--- config.mk ---
export PLATFORM = sky130hd
export DESIGN_NAME = sprite_compositor
export DESIGN_NICKNAME = d
export VERILOG_FILES = /design/src/rtl/sprite_compositor.sv
export SDC_FILE = /design/constraint.sdc
export NUM_CORES = 1
export LEC_CHECK = 0
export ABC_AREA = 0
export BUFFER_PORTS_ARGS = -buffer_cell sky130_fd_sc_hd__buf_2
export CELL_PAD_IN_SITES_DETAIL_PLACEMENT = 1
export CELL_PAD_IN_SITES_GLOBAL_PLACEMENT = 1
export CORE_UTILIZATION = 40
export DETAILED_ROUTE_END_ITERATION = 16
export PLACE_DENSITY = 0.77
export SYNTH_ARGS = -nofsm -noshare
export SYNTH_HDL_FRONTEND = slang
export SYNTH_SLANG_ARGS = --single-unit
export TNS_END_PERCENT = 5
--- constraint.sdc ---
create_clock -name VGA_clk -period 4.5 [get_ports VGA_clk]
set_input_delay 0.9 -clock VGA_clk [delete_from_list [all_inputs] [get_ports VGA_clk]]
set_output_delay 0.9 -clock VGA_clk [all_outputs]
set_load 0.005 [all_outputs]
--- src/rtl/sprite_compositor.sv ---
// Sprite compositor: renders NUM_SPRITES solid rectangles over a bordered playfield, two-stage pixel pipeline.
// Optional build macro SPRITE_COLLISION_EN adds per-frame sprite overlap detection.
module sprite_compositor #(
  parameter int         NUM_SPRITES = 3,
  parameter int         SPRITE_W    = 10,
  parameter int         SPRITE_H    = 10,
  parameter int         BORDER_W    = 11,
  parameter logic [2:0] BORDER_RGB  = 3'b001
) (
  input  logic                     VGA_clk,
  input  logic                     resetn,
  input  logic [9:0]               xCount,
  input  logic [9:0]               yCount,
  input  logic                     displayArea,
  input  logic                     frame_start,
  input  logic [NUM_SPRITES*10-1:0] sprite_x,
  input  logic [NUM_SPRITES*9-1:0]  sprite_y,
  input  logic [NUM_SPRITES-1:0]    sprite_en,
  input  logic [NUM_SPRITES*3-1:0]  sprite_rgb,
  output logic [7:0]               VGA_R,
  output logic [7:0]               VGA_G,
  output logic [7:0]               VGA_B,
  output logic [NUM_SPRITES-1:0]    collision,
  output logic                     collision_valid,
  output logic [15:0]              frame_count
);

  localparam logic [10:0] BORDER_LO = 11'(BORDER_W);
  localparam logic [10:0] BORDER_XR = 11'(640 - BORDER_W);
  localparam logic [10:0] BORDER_YB = 11'(480 - BORDER_W);

  // Shadow copies of the sprite controls, only refreshed in vertical blanking.
  logic [NUM_SPRITES*10-1:0] sx_q, sx_d;
  logic [NUM_SPRITES*9-1:0]  sy_q, sy_d;
  logic [NUM_SPRITES-1:0]    en_q, en_d;
  logic [NUM_SPRITES*3-1:0]  rgb_q, rgb_d;
  logic [15:0]               fc_q, fc_d;

  logic [NUM_SPRITES-1:0]    hit_q, hit_d;
  logic                      border_q, border_d;
  logic                      de1_q, de1_d;
  logic [2:0]                pix_q, pix_d;

  // NOTE: every combinational output gets a default at the top of the block so no path leaves it unassigned (no latch).
  always_comb begin
    sx_d  = sx_q;
    sy_d  = sy_q;
    en_d  = en_q;
    rgb_d = rgb_q;
    fc_d  = fc_q;
    if (frame_start) begin
      sx_d  = sprite_x;
      sy_d  = sprite_y;
      en_d  = sprite_en;
      rgb_d = sprite_rgb;
      fc_d  = fc_q + 16'd1;
    end
  end

  // Stage 1: sprite/border hit tests in 11-bit arithmetic so right/bottom edges clip instead of wrapping.
  always_comb begin
    logic [10:0] x11, y11, x_lo, x_hi, y_lo, y_hi;
    x11      = {1'b0, xCount};
    y11      = {1'b0, yCount};
    x_lo     = '0;
    x_hi     = '0;
    y_lo     = '0;
    y_hi     = '0;
    hit_d    = '0;
    de1_d    = displayArea;
    border_d = 1'b0;
    for (int i = 0; i < NUM_SPRITES; i++) begin
      x_lo     = {1'b0, sx_q[10*i +: 10]};
      x_hi     = x_lo + 11'(SPRITE_W);
      y_lo     = {2'b0, sy_q[9*i +: 9]};
      y_hi     = y_lo + 11'(SPRITE_H);
      hit_d[i] = en_q[i] && (x11 >= x_lo) && (x11 < x_hi) && (y11 >= y_lo) && (y11 < y_hi);
    end
    if (BORDER_W > 0) begin
      border_d = (x11 < BORDER_LO) || (x11 >= BORDER_XR) || (y11 < BORDER_LO) || (y11 >= BORDER_YB);
    end
  end

  // Stage 2: colour resolve; scanning downward lets the lowest-index hit overwrite the rest.
  always_comb begin
    pix_d = 3'b000;
    if (de1_q) begin
      if (border_q) pix_d = BORDER_RGB;
      for (int i = NUM_SPRITES - 1; i >= 0; i--) begin
        if (hit_q[i]) pix_d = rgb_q[3*i +: 3];
      end
    end
  end

  // NOTE: sequential state uses non-blocking assignments so every flop samples pre-edge values.
  // NOTE: reset clears the whole datapath, shadows included, so sprites stay hidden until the next frame_start.
  always_ff @(posedge VGA_clk) begin
    if (!resetn) begin
      sx_q     <= '0;
      sy_q     <= '0;
      en_q     <= '0;
      rgb_q    <= '0;
      fc_q     <= '0;
      hit_q    <= '0;
      border_q <= 1'b0;
      de1_q    <= 1'b0;
      pix_q    <= '0;
    end else begin
      sx_q     <= sx_d;
      sy_q     <= sy_d;
      en_q     <= en_d;
      rgb_q    <= rgb_d;
      fc_q     <= fc_d;
      hit_q    <= hit_d;
      border_q <= border_d;
      de1_q    <= de1_d;
      pix_q    <= pix_d;
    end
  end

  assign VGA_R       = {8{pix_q[2]}};
  assign VGA_G       = {8{pix_q[1]}};
  assign VGA_B       = {8{pix_q[0]}};
  assign frame_count = fc_q;

`ifdef SPRITE_COLLISION_EN
  logic [NUM_SPRITES-1:0] acc_q, acc_d;
  logic [NUM_SPRITES-1:0] coll_q, coll_d;
  logic                   cv_q, cv_d;

  // A frame_start cycle closes the old frame, yet its own hits seed the new accumulator.
  always_comb begin
    logic [NUM_SPRITES-1:0] overlap;
    overlap = (de1_q && ($countones(hit_q) >= 2)) ? hit_q : '0;
    acc_d   = acc_q | overlap;
    coll_d  = coll_q;
    cv_d    = 1'b0;
    if (frame_start) begin
      acc_d  = overlap;
      coll_d = acc_q;
      cv_d   = 1'b1;
    end
  end

  always_ff @(posedge VGA_clk) begin
    if (!resetn) begin
      acc_q  <= '0;
      coll_q <= '0;
      cv_q   <= 1'b0;
    end else begin
      acc_q  <= acc_d;
      coll_q <= coll_d;
      cv_q   <= cv_d;
    end
  end

  assign collision       = coll_q;
  assign collision_valid = cv_q;
`else
  assign collision       = '0;
  assign collision_valid = 1'b0;
`endif

endmodule

# After elaboration in Yosys (flattened, before gate mapping)
# Index checks and enable logic that the tools add are counted.
word_totals:
  out_inout_bits: 44
  regBits: 93
op_classes:
  n_reduce_logical: 16
  muxes: 4
  order_cmp: 16
  addsub: 7
ops:
  columns: ["cell", "count"]
  rows:
  - ["$add A10 B4 Y11 const B", 3]
  - ["$lt A10 B11 Y1", 3]
  - ["$add A9 B4 Y10 const B", 3]
  - ["$ge A10 B10 Y1", 3]
  - ["$ge A10 B9 Y1", 3]
  - ["$lt A10 B10 Y1", 3]
  - ["$lt A10 B4 Y1 const B", 2]
  - ["$add A16 B1 Y16 const B", 1]
  - ["$logic_and A1 B1 Y1", 12]
  - ["$ge A10 B10 Y1 const B", 1]
  - ["$ge A10 B9 Y1 const B", 1]
  - ["$mux W3", 3]
  - ["$logic_or A1 B1 Y1", 3]
  - ["$reduce_and A2 Y1", 1]
  - ["$mux W1", 1]

# Depth between registers and ports, before layout
logic_depth:
  word_depth: 5
  ltp_mapped: 11
  ltp_nobuf: 11

# Least setup slack after synthesis
# OpenSTA, ideal clock, no wires.
synth_path:
  kind: "input port to flip-flop"
  from: "in xCount[4]"
  to: "reg hit_q[0]"
  t_arrival_ns: 2.086
  path_slack_ns: 2.353
  path_stages: 7
  path_buffers: 0
  required_ns: 4.439
  path_cell_list: "ha_1 a211oi_1 nor2_1 nor3_1 nor2_1 o311ai_0 and4_1"
synth_via:
  elab_chain_len: 5
  word_cells_on_any_way: 6
synth_rtl:
  columns: ["element", "line", "text"]
  rows:
  - ["from (decl)", "12", "input logic [9:0] xCount,"]
  - ["$ge A10 B10 Y1", "77", "hit_d[i] = en_q[i] && (x11 >= x_lo) && (x11 < x_hi) && (y11 >= y_lo) && (y11 < y_hi);"]
  - ["$logic_and A1 B1 Y1", "77", null]
  - ["$logic_and A1 B1 Y1 * (3 in series)", "77", null]
  - ["to (signal assigned)", "114", "hit_q <= hit_d;"]
  - ["to (decl)", "39", "logic [NUM_SPRITES-1:0] hit_q, hit_d;"]
# Every way passes the cells marked *; elsewhere a longest branch is shown, timed or not.
# A chain may end at the register's enable or synchronous reset.

# Final worst setup path
layout_path:
  from: "reg sy_q[15]"
  to: "reg hit_q[1]"
layout_via:
  elab_chain_len: 3
  word_cells_on_any_way: 5
layout_rtl:
  columns: ["element", "line", "text"]
  rows:
  - ["from (decl)", "34", "logic [NUM_SPRITES*9-1:0] sy_q, sy_d;"]
  - ["from (signal assigned)", "110", "sy_q <= sy_d;"]
  - ["$add A9 B4 Y10 / $ge A10 B9 Y1 (equally long branches)", "76, 77", null]
  - ["$lt A10 B10 Y1 / $logic_and A1 B1 Y1 (equally long branches)", "77", null]
  - ["$logic_and A1 B1 Y1 *", "77", null]
# Marks and branches as above.

==> qor.yml <==
outcome:
  status: "complete, no violations"
synthesis:
  synth_edf_count: 0
  synth_cells: 782
  syn_area_um2: 6809
  synth_warnings: 0
  async_flop_share_pct: 0
  yosysSeqAreaShare_pct: 27.34
  synth_area_per_cell_um2: 8.707
  synthFlopType: "dfxtp_1"
  synthDistinctLibCells: 55
  synth_seq_cells: 93
pwr:
  p_leak_nw: 3.643
  peakVddDrop_v: 0.0002279
  power_per_cell_area_nw_per_um2: 271.8
sta:
  final.setup_skew_ns: 0.009431
  finalSetupViolCount: 0
  hold_viol_final: 0
  whs_ns: 0.4847
  slew_viol_final: 0
  max_freq_mhz: 414.7
  layout_min_cycle_time_ns: 2.412
  worstMarginPinSlew_ns: 1.068
  tns_ns: 0
  period_share_pct: 53.59
  grt_setup_unrepaired: "false"
  maxSlewHeadroom_pct: 28.82
floorplanning:
  core_area_um2: 16580
  initial_utilization_pct: 41.06
  ioPinCount: 137
  die_x_um: 132.5
  dieHeight_um: 132.5
  row_count: 47
  die-area_um2: 17550
global_route:
  grt_pass1_wl_mm: 30.20
  grt_max_degree: 61
  grt_pass1_vias: 6136
  overflow: 0
  grt.total_usage_pct: 21.38
  antenna_found_initial: 0
critical_path:
  cp.arrival_ns: 2.70
  cp_cell_sequence: "inv_1 -> nor3_1 -> o21ai_0 -> or3_1 -> ha_1 -> nand3b_1 -> a211oi_1 -> o21ai_1 -> a21oi_1 -> o2111ai_1 -> a21oi_1"
  crit_path_max_fanout: 3
  criticalPathCategory: "register to register"
  worst_r2r_endpoint: "hit_q[1]$_SDFF_PN0_"
  cpPeakStageDelay_ns: 0.37
  r2r_start: "sy_q[15]$_SDFFE_PN0P_"
  cp-end-kind: "register"
  cp-start-kind: "register"
  startpoint: "sy_q[15]$_SDFFE_PN0P_"
  cp_common_cell: "a21oi_1"
  reg2regPathDepth: 11
  worst_path_max_delay_cell: "dfxtp_1"
  endpoint: "hit_q[1]$_SDFF_PN0_"
  required_ns: 4.79
  regToRegSetupSlack_ns: 2.09
placed_design:
  dpl.hpwl_mm: 13.72
  gp_congestion: 0.7710
  io_buffers: 132
drt:
  postRouteAntennaNets: 0
  vias: 5857
  drcViolationCount: 0
  drt-vias-per-instance: 5.262
  post_drt_wl_per_cell_um: 16.06
  drt-pass1-iter-count: 4
  drt_first_iter_violations: 217
  detail_route.wirelength_mm: 17.87
clock_tree:
  cts_root_buf: "clkbuf_16"
  clk_pin_slew_ns: 0.07
  clk_path_buf_depth: 2
  cts_resized: 0
  postCtsHoldBufs: 0
  postCtsSetupBuffers: 0
  cts_buffers: 9
  clock-sinks: 93
  cts_tree: "built"
  clk_latency_ns: 0.36
  cts_max_level: 3
run:
  cap_violations: 0
layout:
  final_nets: 1099
  drive_gt1_share_pct: 17.92
  n_fill_cell: 2049
  antenna_cells: 0
  seq_area_um2: 1862
  multi_input_area_um2: 4443
  syn_to_final_growth_pct: 14.59
min_path:
  hp-class: "register to register"
==> cell usage after synthesis (10+ instances only) <==
master / number / share of area (%)
a21oi_1: 42 / 3.1
buf_4: 26 / 2.9
dfxtp_1: 93 / 27
ha_1: 118 / 22
inv_1: 61 / 3.4
mux2i_1: 71 / 10
nand2_1: 27 / 1.5
nand3_1: 10 / 0.74
nor2_1: 110 / 6.1
nor3_1: 15 / 1.1
o2111ai_1: 10 / 1.3
o21ai_0: 27 / 2.0
xnor2_1: 35 / 4.5
xor2_1: 16 / 2.1
==> layer usage <==
layer,track usage [%],routed length [µm],vias up
li1,-,-,2923
met1,26.96,8344,2799
met4,6.450,212,0
met5,0,0,-
met2,37.49,8625,112
met3,3.142,689,23
==> metrics by stage <==
stage	setup WS, ns	instance area [µm²]	util (%)	power [mW]	cells
after CTS	2.072	7802	47.05	2.153	1113
final	2.088	7802	47.05	2.121	1113
after global routing	1.820	7802	47.05	2.250	1113
after global placement	1.800	7508	45.28	1.348	1097
after floorplan	2.353	6820	-	1.208	785
after detailed placement	1.768	7508	45.28	1.365	1097
==> worst max-delay path: cells and delay by family, from the launching register on <==
kind / cells / cell delay (ns)
adder cells (fa/ha/maj): 1 / 0.18
AND/OR/NAND/NOR: 3 / 0.77
flip-flops: 1 / 0.37
AO/OA/AOI/OAI: 6 / 0.94
buffers and inverters: 1 / 0.08
==> power breakdown <==
| group | switching, mW | total [mW] | leakage [nW] | internal (mW) |
|---|---|---|---|---|
| Combinational | 0.245 | 0.444 | 2.74 | 0.199 |
| Sequential | 0.0413 | 0.904 | 0.764 | 0.863 |
| Clock | 0.383 | 0.773 | 0.143 | 0.390 |
| Total | 0.669 | 2.12 | 3.64 | 1.45 |
==> state kept, by name, summed over array words and instances (netlist names) <==
register and cells:
pix_q 3, hit_q 3, de1_q 1, en_q 3, rgb_q 9, sx_q 30, border_q 1, frame_count 16
sy_q 27
==> cells by family after synthesis <==
| logic type | share of synthesized area (%) |
|---|---|
| xor+xnor | 6.560 |
| buf+inv | 7.571 |
| simple gates | 14.28 |
| flops | 27.34 |
| other cells | 0.05507 |
| mux | 10.44 |
| compound gates | 12.07 |
| fa+ha+maj | 21.68 |
==> final cells by class <==
| class | count | area share [%] |
|---|---|---|
| clock buffers | 9 | 2.886 |
| clock inverters | 7 | 0.8820 |
| flip-flops and latches | 93 | 23.86 |
| well taps | 220 | 3.528 |
| inverters | 66 | 3.207 |
| multi-input cells | 584 | 56.94 |
| repair buffers | 134 | 8.691 |
==> cell usage in the layout, fill, tap and decap left out, types with 9 or more instances in the layout <==
cell       instances
ha_1             118
nand2_1           27
mux2i_1           71
xor2_1            16
dfxtp_1           93
inv_1             61
o2111ai_1         10
buf_2            131
nand3_1           10
clkbuf_16          9
nor2_1           110
nor3_1            15
xnor2_1           35
o21ai_0           27
a21oi_1           42
==> worst min path at each step <==
stage | start | endpoint | slack [ns] | cells past startpoint
2_1_floorplan | de1_q$_SDFF_PN0_ | pix_q[1]$_SDFF_PN0_ | 0.44 | 2
3_3_place_gp | sy_q[14]$_SDFFE_PN0P_ | sy_q[14]$_SDFFE_PN0P_ | 0.47 | 2
3_5_place_dp | de1_q$_SDFF_PN0_ | pix_q[1]$_SDFF_PN0_ | 0.49 | 2
4_1_cts | de1_q$_SDFF_PN0_ | pix_q[1]$_SDFF_PN0_ | 0.50 | 2
5_1_grt | de1_q$_SDFF_PN0_ | pix_q[1]$_SDFF_PN0_ | 0.51 | 2
6_report | de1_q$_SDFF_PN0_ | pix_q[1]$_SDFF_PN0_ | 0.48 | 2
No activity file was read; power rests on OpenSTA's default activity.
